--- src/rtl/serializer_pkg.sv ---
`default_nettype none
// ============================================================================
//  serializer_pkg : shared types and helpers for the PISO transmit stage
//  Revision 1.0
// ============================================================================
package serializer_pkg;

   typedef enum logic {
      S_IDLE  = 1'b0,
      S_SHIFT = 1'b1
   } ser_state_t;

   // Counter width that never collapses to zero bits for tiny ranges.
   function automatic int clog2_min1(input int value);
      int bits;
      bits = $clog2(value);
      return (bits < 1) ? 1 : bits;
   endfunction

endpackage
`default_nettype wire

--- src/rtl/piso_serializer_shreg.sv ---
`default_nettype none
// ============================================================================
//  shift_register : loadable, clearable bidirectional shift register
//  Revision 1.0
// ============================================================================
module shift_register #(
   parameter int WIDTH = 8
) (
   input  logic             clk,
   input  logic             cl_i,
   input  logic             load_i,
   input  logic [WIDTH-1:0] data_i,
   input  logic             shift_left_i,
   input  logic             shift_right_i,
   input  logic             input_bit_i,
   output logic [WIDTH-1:0] q_o,
   output logic             output_bit_o
);

   logic [WIDTH-1:0] data_q;
   logic [WIDTH-1:0] data_d;

   // Clear beats load, load beats shift; left wins if both shifts are asked.
   always_comb begin
      data_d       = data_q;
      output_bit_o = 1'b0;
      if (load_i) begin
         data_d = data_i;
      end else if (shift_left_i) begin
         data_d       = {data_q[WIDTH-2:0], input_bit_i};
         output_bit_o = data_q[WIDTH-1];
      end else if (shift_right_i) begin
         data_d       = {input_bit_i, data_q[WIDTH-1:1]};
         output_bit_o = data_q[0];
      end
   end

   always_ff @(posedge clk) begin
      if (cl_i) begin
         data_q <= '0;
      end else begin
         data_q <= data_d;
      end
   end

   assign q_o = data_q;

endmodule
`default_nettype wire

--- src/rtl/piso_serializer.sv ---
`default_nettype none
// ============================================================================
//  piso_serializer : valid/ready word in, one bit per BIT_PERIOD clocks out
//  Revision 1.0
// ============================================================================
module piso_serializer
   import serializer_pkg::*;
#(
   parameter int DATA_WIDTH = 8,
   parameter int BIT_PERIOD = 1,
   parameter int MSB_FIRST  = 1,
   parameter int IDLE_LEVEL = 1
) (
   input  logic                  clk,
   input  logic                  rst,
   input  logic [DATA_WIDTH-1:0] din,
   input  logic                  din_valid,
   output logic                  din_ready,
   output logic                  sout,
   output logic                  sout_valid,
   output logic                  bit_strobe,
   output logic                  busy,
   output logic                  done
);

   localparam int BCW = $clog2(DATA_WIDTH);
   localparam int PCW = clog2_min1(BIT_PERIOD);

   localparam logic [PCW-1:0] PRESC_LAST = PCW'(BIT_PERIOD - 1);
   localparam logic [BCW-1:0] BIT_LAST   = BCW'(DATA_WIDTH - 1);
   localparam logic           IDLE_BIT   = (IDLE_LEVEL != 0);
   localparam logic           MSB_SEL    = (MSB_FIRST != 0);

   ser_state_t           state_q,   state_d;
   logic [PCW-1:0]       presc_q,   presc_d;
   logic [BCW-1:0]       bit_cnt_q, bit_cnt_d;
   logic                 done_q,    done_d;
   logic                 strobe_q,  strobe_d;

   logic                  handshake;
   logic                  in_shift;
   logic                  presc_wrap;
   logic                  last_bit;
   logic                  shift_en;
   logic                  tx_bit;
   logic [DATA_WIDTH-1:0] shreg;
   logic                  sr_out_bit;
   logic                  unused_sr;

   assign in_shift   = (state_q == S_SHIFT);
   assign din_ready  = (state_q == S_IDLE) & ~rst;
   assign handshake  = din_valid & din_ready;
   assign presc_wrap = (presc_q == PRESC_LAST);
   assign last_bit   = (bit_cnt_q == BIT_LAST);
   assign shift_en   = in_shift & presc_wrap;

   always_comb begin
      state_d   = state_q;
      presc_d   = presc_q;
      bit_cnt_d = bit_cnt_q;
      done_d    = 1'b0;
      strobe_d  = 1'b0;
      case (state_q)
         S_IDLE: begin
            if (handshake) begin
               state_d   = S_SHIFT;
               presc_d   = '0;
               bit_cnt_d = '0;
               strobe_d  = 1'b1;
            end
         end
         S_SHIFT: begin
            if (presc_wrap) begin
               presc_d   = '0;
               bit_cnt_d = bit_cnt_q + BCW'(1);
               // The strobe marks the start of the next bit, so none after the last.
               if (last_bit) begin
                  state_d = S_IDLE;
                  done_d  = 1'b1;
               end else begin
                  strobe_d = 1'b1;
               end
            end else begin
               presc_d = presc_q + PCW'(1);
            end
         end
         default: state_d = S_IDLE;
      endcase
   end

   always_ff @(posedge clk) begin
      if (rst) begin
         state_q   <= S_IDLE;
         presc_q   <= '0;
         bit_cnt_q <= '0;
         done_q    <= 1'b0;
         strobe_q  <= 1'b0;
      end else begin
         state_q   <= state_d;
         presc_q   <= presc_d;
         bit_cnt_q <= bit_cnt_d;
         done_q    <= done_d;
         strobe_q  <= strobe_d;
      end
   end

   shift_register #(
      .WIDTH (DATA_WIDTH)
   ) u_shreg (
      .clk           (clk),
      .cl_i          (rst),
      .load_i        (handshake),
      .data_i        (din),
      .shift_left_i  (shift_en & MSB_SEL),
      .shift_right_i (shift_en & ~MSB_SEL),
      .input_bit_i   (IDLE_BIT),
      .q_o           (shreg),
      .output_bit_o  (sr_out_bit)
   );

   generate
      if (MSB_FIRST != 0) begin : g_msb_first
         assign tx_bit = shreg[DATA_WIDTH-1];
      end else begin : g_lsb_first
         assign tx_bit = shreg[0];
      end
   endgenerate

   // Only the head bit of the register is observable on the line.
   assign unused_sr = &{1'b0, shreg, sr_out_bit};

   assign busy       = in_shift;
   assign sout_valid = in_shift & ~rst;
   assign sout       = (in_shift & ~rst) ? tx_bit : IDLE_BIT;
   assign bit_strobe = strobe_q;
   assign done       = done_q;

endmodule
`default_nettype wire

--- config.mk ---
export PLATFORM = sky130hd
export DESIGN_NAME = piso_serializer
export DESIGN_NICKNAME = d
export VERILOG_FILES = /design/src/rtl/serializer_pkg.sv /design/src/rtl/piso_serializer_shreg.sv /design/src/rtl/piso_serializer.sv
export SDC_FILE = /design/constraint.sdc
export NUM_CORES = 1
export LEC_CHECK = 0
export BUFFER_PORTS_ARGS = -buffer_cell sky130_fd_sc_hd__buf_2
export CAP_MARGIN = 10
export CORE_MARGIN = 2
export CORE_UTILIZATION = 45
export DETAILED_ROUTE_END_ITERATION = 10
export PLACE_DENSITY = 0.75
export SYNTH_ARGS = -nofsm -noshare
export SYNTH_HDL_FRONTEND = slang
export SYNTH_SLANG_ARGS = --single-unit
--- constraint.sdc ---
create_clock -name clk -period 1.3 [get_ports clk]
set_input_delay 0.26 -clock clk [delete_from_list [all_inputs] [get_ports clk]]
set_output_delay 0.26 -clock clk [all_outputs]
set_load 0.05 [all_outputs]
* Word level (Yosys, flattened, before mapping)
Cells that the tools add are included.
Word-level totals: register bits after elaboration 15, output and inout bits 6
Cells by class: multiplexer cells 16, add/subtract/negate cells 2, equality and inequality tests 3, bitwise gates (word level) 7, reductions and logical operators 3
Operators by type and width (count):
- two-way mux 8 bit | 2
- two-way mux 1 bit | 8
- two-way mux 3 bit | 2
- one-hot mux 1 bit (2 select lines) | 3
- one-hot mux 3 bit (2 select lines) | 1
- bitwise AND 1 bit | 4
- != test 2 bit (second input constant) | 2
- adder 3 x 1 -> 3 bit (second input constant) | 1
- equality test 3 bit (second input constant) | 1
- NOT 1 bit | 3
- OR reduction 3 bit | 1
- AND reduction 2 bit | 1
- nonzero test 2 bit | 1
- adder 1 bit (second input constant) | 1

* Depth between registers and ports, before layout
depth after elaboration 5, gate-level depth with buffers 4

* Modules after synthesis
A second synthesis with hierarchy kept.
Second synthesis, totals: cells, all modules 69, area, all modules 739.5 um^2
By module, submodules not included:
- shift_register | instances 1, cells each 41, sequential area each 160.2 um^2, area each 481.7 um^2
- piso_serializer | instances 1, cells each 28, sequential area each 100.1 um^2, area each 257.7 um^2

* Worst setup path after synthesis
Ideal clock, no wire load.
path kind flip-flop to output port, start point register state_q, in the netlist busy, end point output port sout, stages on the path, launching flop included 3, arrival time 2118 ps, required time 1040 ps, setup slack -1078 ps, buffers on the path 0, cells stage by stage dfxtp_1 -> nor2b_1 -> nand2b_1
Between the ends: cells in the longest elaborated chain, start to end 2
RTL lines:
- start: declaration | RTL line piso_serializer.sv:34 | ser_state_t state_q, state_d;
- start signal: assignment | RTL line piso_serializer.sv:99 | state_q <= state_d;
- bitwise AND 1 bit
- named net sout_valid | RTL line piso_serializer.sv:20 | output logic sout_valid,
- two-way mux 1 bit | RTL line piso_serializer.sv:134 | assign sout = (in_shift & ~rst) ? tx_bit : IDLE_BIT;
- end: declaration | RTL line piso_serializer.sv:19 | output logic sout,
The timed path passes the listed nets, and every way through them passes these cells.

* Final worst setup path
start point register state_q, in the netlist busy, end point output port sout
Between the ends: cells in the longest elaborated chain, start to end 2
RTL lines (RTL line):
- bitwise AND 1 bit | piso_serializer.sv:134
- two-way mux 1 bit | piso_serializer.sv:134
Every way passes these cells.

==> results.json <==
{
  "routed_wl_mm": 1.16,
  "synth_area_um2": 603,
  "place.detailed.hpwl_um": 805,
  "synth_edf_count": 0,
  "drive_gt1_share_pct": 34.6,
  "track_usage_pct": 17.2,
  "htreeDepth": 1,
  "path_class": "reg -> out",
  "period_needed_ps": 1310,
  "relSlewSlack_pct": 80.2,
  "path_max_fanout": 5,
  "synth_top_cell_by_area": "dfxtp_1",
  "worst_pin_slew_ps": 298,
  "synth_area_leaders": "dfxtp_1 (43%), mux2i_1 (13%), a211oi_1 (10%)",
  "slew_violations": 0,
  "gp_congestion": 0.635,
  "yosysMostFrequentCell": "dfxtp_1",
  "min_path_type": "in -> reg",
  "syn_to_final_growth_pct": 27.0,
  "die_h_um": 40.6,
  "avgSynthCellArea_um2": 10.2,
  "setup_slack_ps": -13.9,
  "r2r_end": "bit_cnt_q[2]",
  "clock_latency_ps": 280,
  "cts-buffers-inserted": 3,
  "fin_crit_sh_pct": 101,
  "synth_top_cells_by_count": "dfxtp_1 (13), a211oi_1 (8), mux2i_1 (8), nor2b_1 (8)",
  "r2r_cells": 3,
  "final_nets": 93,
  "syn_nets": 73,
  "violations": "setup timing",
  "ant_nets": 0,
  "synth_top_area_share_pct": 43.2,
  "yosysSeqAreaShare_pct": 43.2,
  "io_pins": 17,
  "fin_setup_tns_ps": -13.9,
  "ys_async_sr_fraction_pct": 0,
  "drtIter0Drc": 3,
  "fin_skew_ps": 4.26,
  "min_path_cells": 3,
  "clockBufferDepth": 2,
  "hold_end": "u_shreg.q_o[0]",
  "rsz0062_at_grt": "yes",
  "setup_violations": 1,
  "status": "finished, violations left",
  "p_leak_nw": 0.351,
  "power.density_mw_per_mm2": 1130,
  "r2r_slack_ps": 200,
  "coreArea_mm2": 0.00127,
  "io_buffers": 16,
  "crit_required_ps": 1040,
  "netlist_instances": 59,
  "report.final.hold_viol_count": 0,
  "r2r-start": "busy",
  "drc": 0,
  "ys_ff_latch": 13,
  "clock-sinks": 13,
  "clkTransAtPathRegs_ps": 80,
  "start_kind": "flip-flop",
  "vias": 479,
  "crit_path_start": "busy",
  "dp.cells": 88,
  "root_buffer": "clkbuf_4",
  "antenna_found_initial": 0,
  "ys_types": 17,
  "routed_via_density": 5.15,
  "grt_pass1_wl_mm": 1.79,
  "ctsHoldBuffers": 0,
  "drv_cap": 0,
  "cp-end-kind": "output pin",
  "nFillCells": 124,
  "start_util_pct": 47.5,
  "ys_warn_count": 0,
  "layout.cells.non_filler": 93,
  "dieArea_mm2": 0.00165,
  "vdd_drop_max_v": 0.000625,
  "multi_input_comb_area_um2": 329,
  "arrival_ps": 1050,
  "grt_overflow_total": 0,
  "antenna_cells": 0,
  "wl_per_cell_um": 12.4,
  "drtPass1Iterations": 2,
  "power_uw": 864,
  "hp-start": "din[0]",
  "cts_tree": "built",
  "core.rowCount": 13,
  "grt_start_max_net_pins": 13,
  "clock.fmax_ghz": 0.761,
  "grt_pass1_vias": 421,
  "ff_latch_area_um2": 264,
  "die_w_um": 40.6,
  "synth_ff_type": "dfxtp_1"
}
==> worst max path at each step <==
stage | to | slack [ps]
after global placement | sout_valid | 200
final | sout | -10
after detailed placement | sout_valid | 180
after global routing | sout | -50
after floorplan | sout | -10
after CTS | sout | -30
==> what timing repair did <==
action	in CTS	in global routing
endpoints found under the setup margin	3	4
resized for setup	5	2
buffers inserted	1	0
==> final cells by class <==
class,instances,area share [%]
Clock buffer,4,3.43
Inverter,1,0.490
Multi-Input combinational cell,41,43.0
Sequential cell,13,34.5
Tap cell,15,2.45
Timing Repair Buffer,19,16.2
==> layer usage <==
| layer | wire length [um] | track usage (%) |
|---|---|---|
| met3 | 53 | 3.26 |
| met5 | 0 | 0 |
| met2 | 530 | 25.4 |
| met4 | 36 | 12.5 |
| met1 | 535 | 22.1 |
==> kinds of logic (layout without fill, tap and decap cells) <==
| family | after synthesis | in the layout | share of synthesized area [%] |
|---|---|---|---|
| AOI/OAI and AO/OA | 12 | 12 | 13.9 |
| DFF | 13 | 13 | 43.2 |
| and+or+nand+nor | 18 | 18 | 18.3 |
| buffers and inverters | 5 | 24 | 5.19 |
| adders and majority gates | 3 | 3 | 6.22 |
| muxes | 8 | 8 | 13.3 |
==> critical path: stages (launching register included) <==
cell	delay (ps)
dfxtp_4	380
nor2b_4	190
nand2b_4	60
buf_6	140
==> stage by stage <==
step	setup WS (ps)	utilization [%]	hold WS, ps	cell area [um2]
2_1_floorplan	-10.7	-	323	624
6_report	-13.9	60.4	282	766
3_5_place_dp	183	56.0	500	711
4_1_cts	-27.5	59.9	274	759
5_1_grt	-49.5	60.4	308	766
3_3_place_gp	204	56.0	500	711
==> power breakdown <==
| part | total (mW) | switching (mW) | internal (mW) |
|---|---|---|---|
| clock | 0.253 | 0.134 | 0.119 |
| combinational | 0.170 | 0.0946 | 0.0751 |
| sequential | 0.441 | 0.0159 | 0.425 |
| total | 0.864 | 0.244 | 0.619 |
==> cells in the final DEF (no fill, tap or decap) <==
| cell | count |
|---|---|
| nand2_1 | 2 |
| buf_2 | 12 |
| nor2b_1 | 7 |
| clkbuf_4 | 4 |
| nor2_2 | 1 |
| and2_1 | 1 |
| ha_1 | 3 |
| nand2b_1 | 1 |
| a21oi_2 | 1 |
| inv_1 | 1 |
| clkbuf_1 | 1 |
| mux2i_1 | 8 |
| or3b_1 | 3 |
| dfxtp_4 | 1 |
| a21oi_1 | 3 |
| nand2b_4 | 1 |
| a211oi_1 | 8 |
| nor2b_4 | 1 |
| dfxtp_1 | 12 |
| buf_6 | 3 |
| nor2_1 | 1 |
| buf_4 | 3 |
==> state kept, by name (all words and copies together), names as in the netlist <==
name / flops
bit_cnt_q: 3
busy: 1
done: 1
u_shreg.q_o: 8
(Power assumes the default switching activity.)
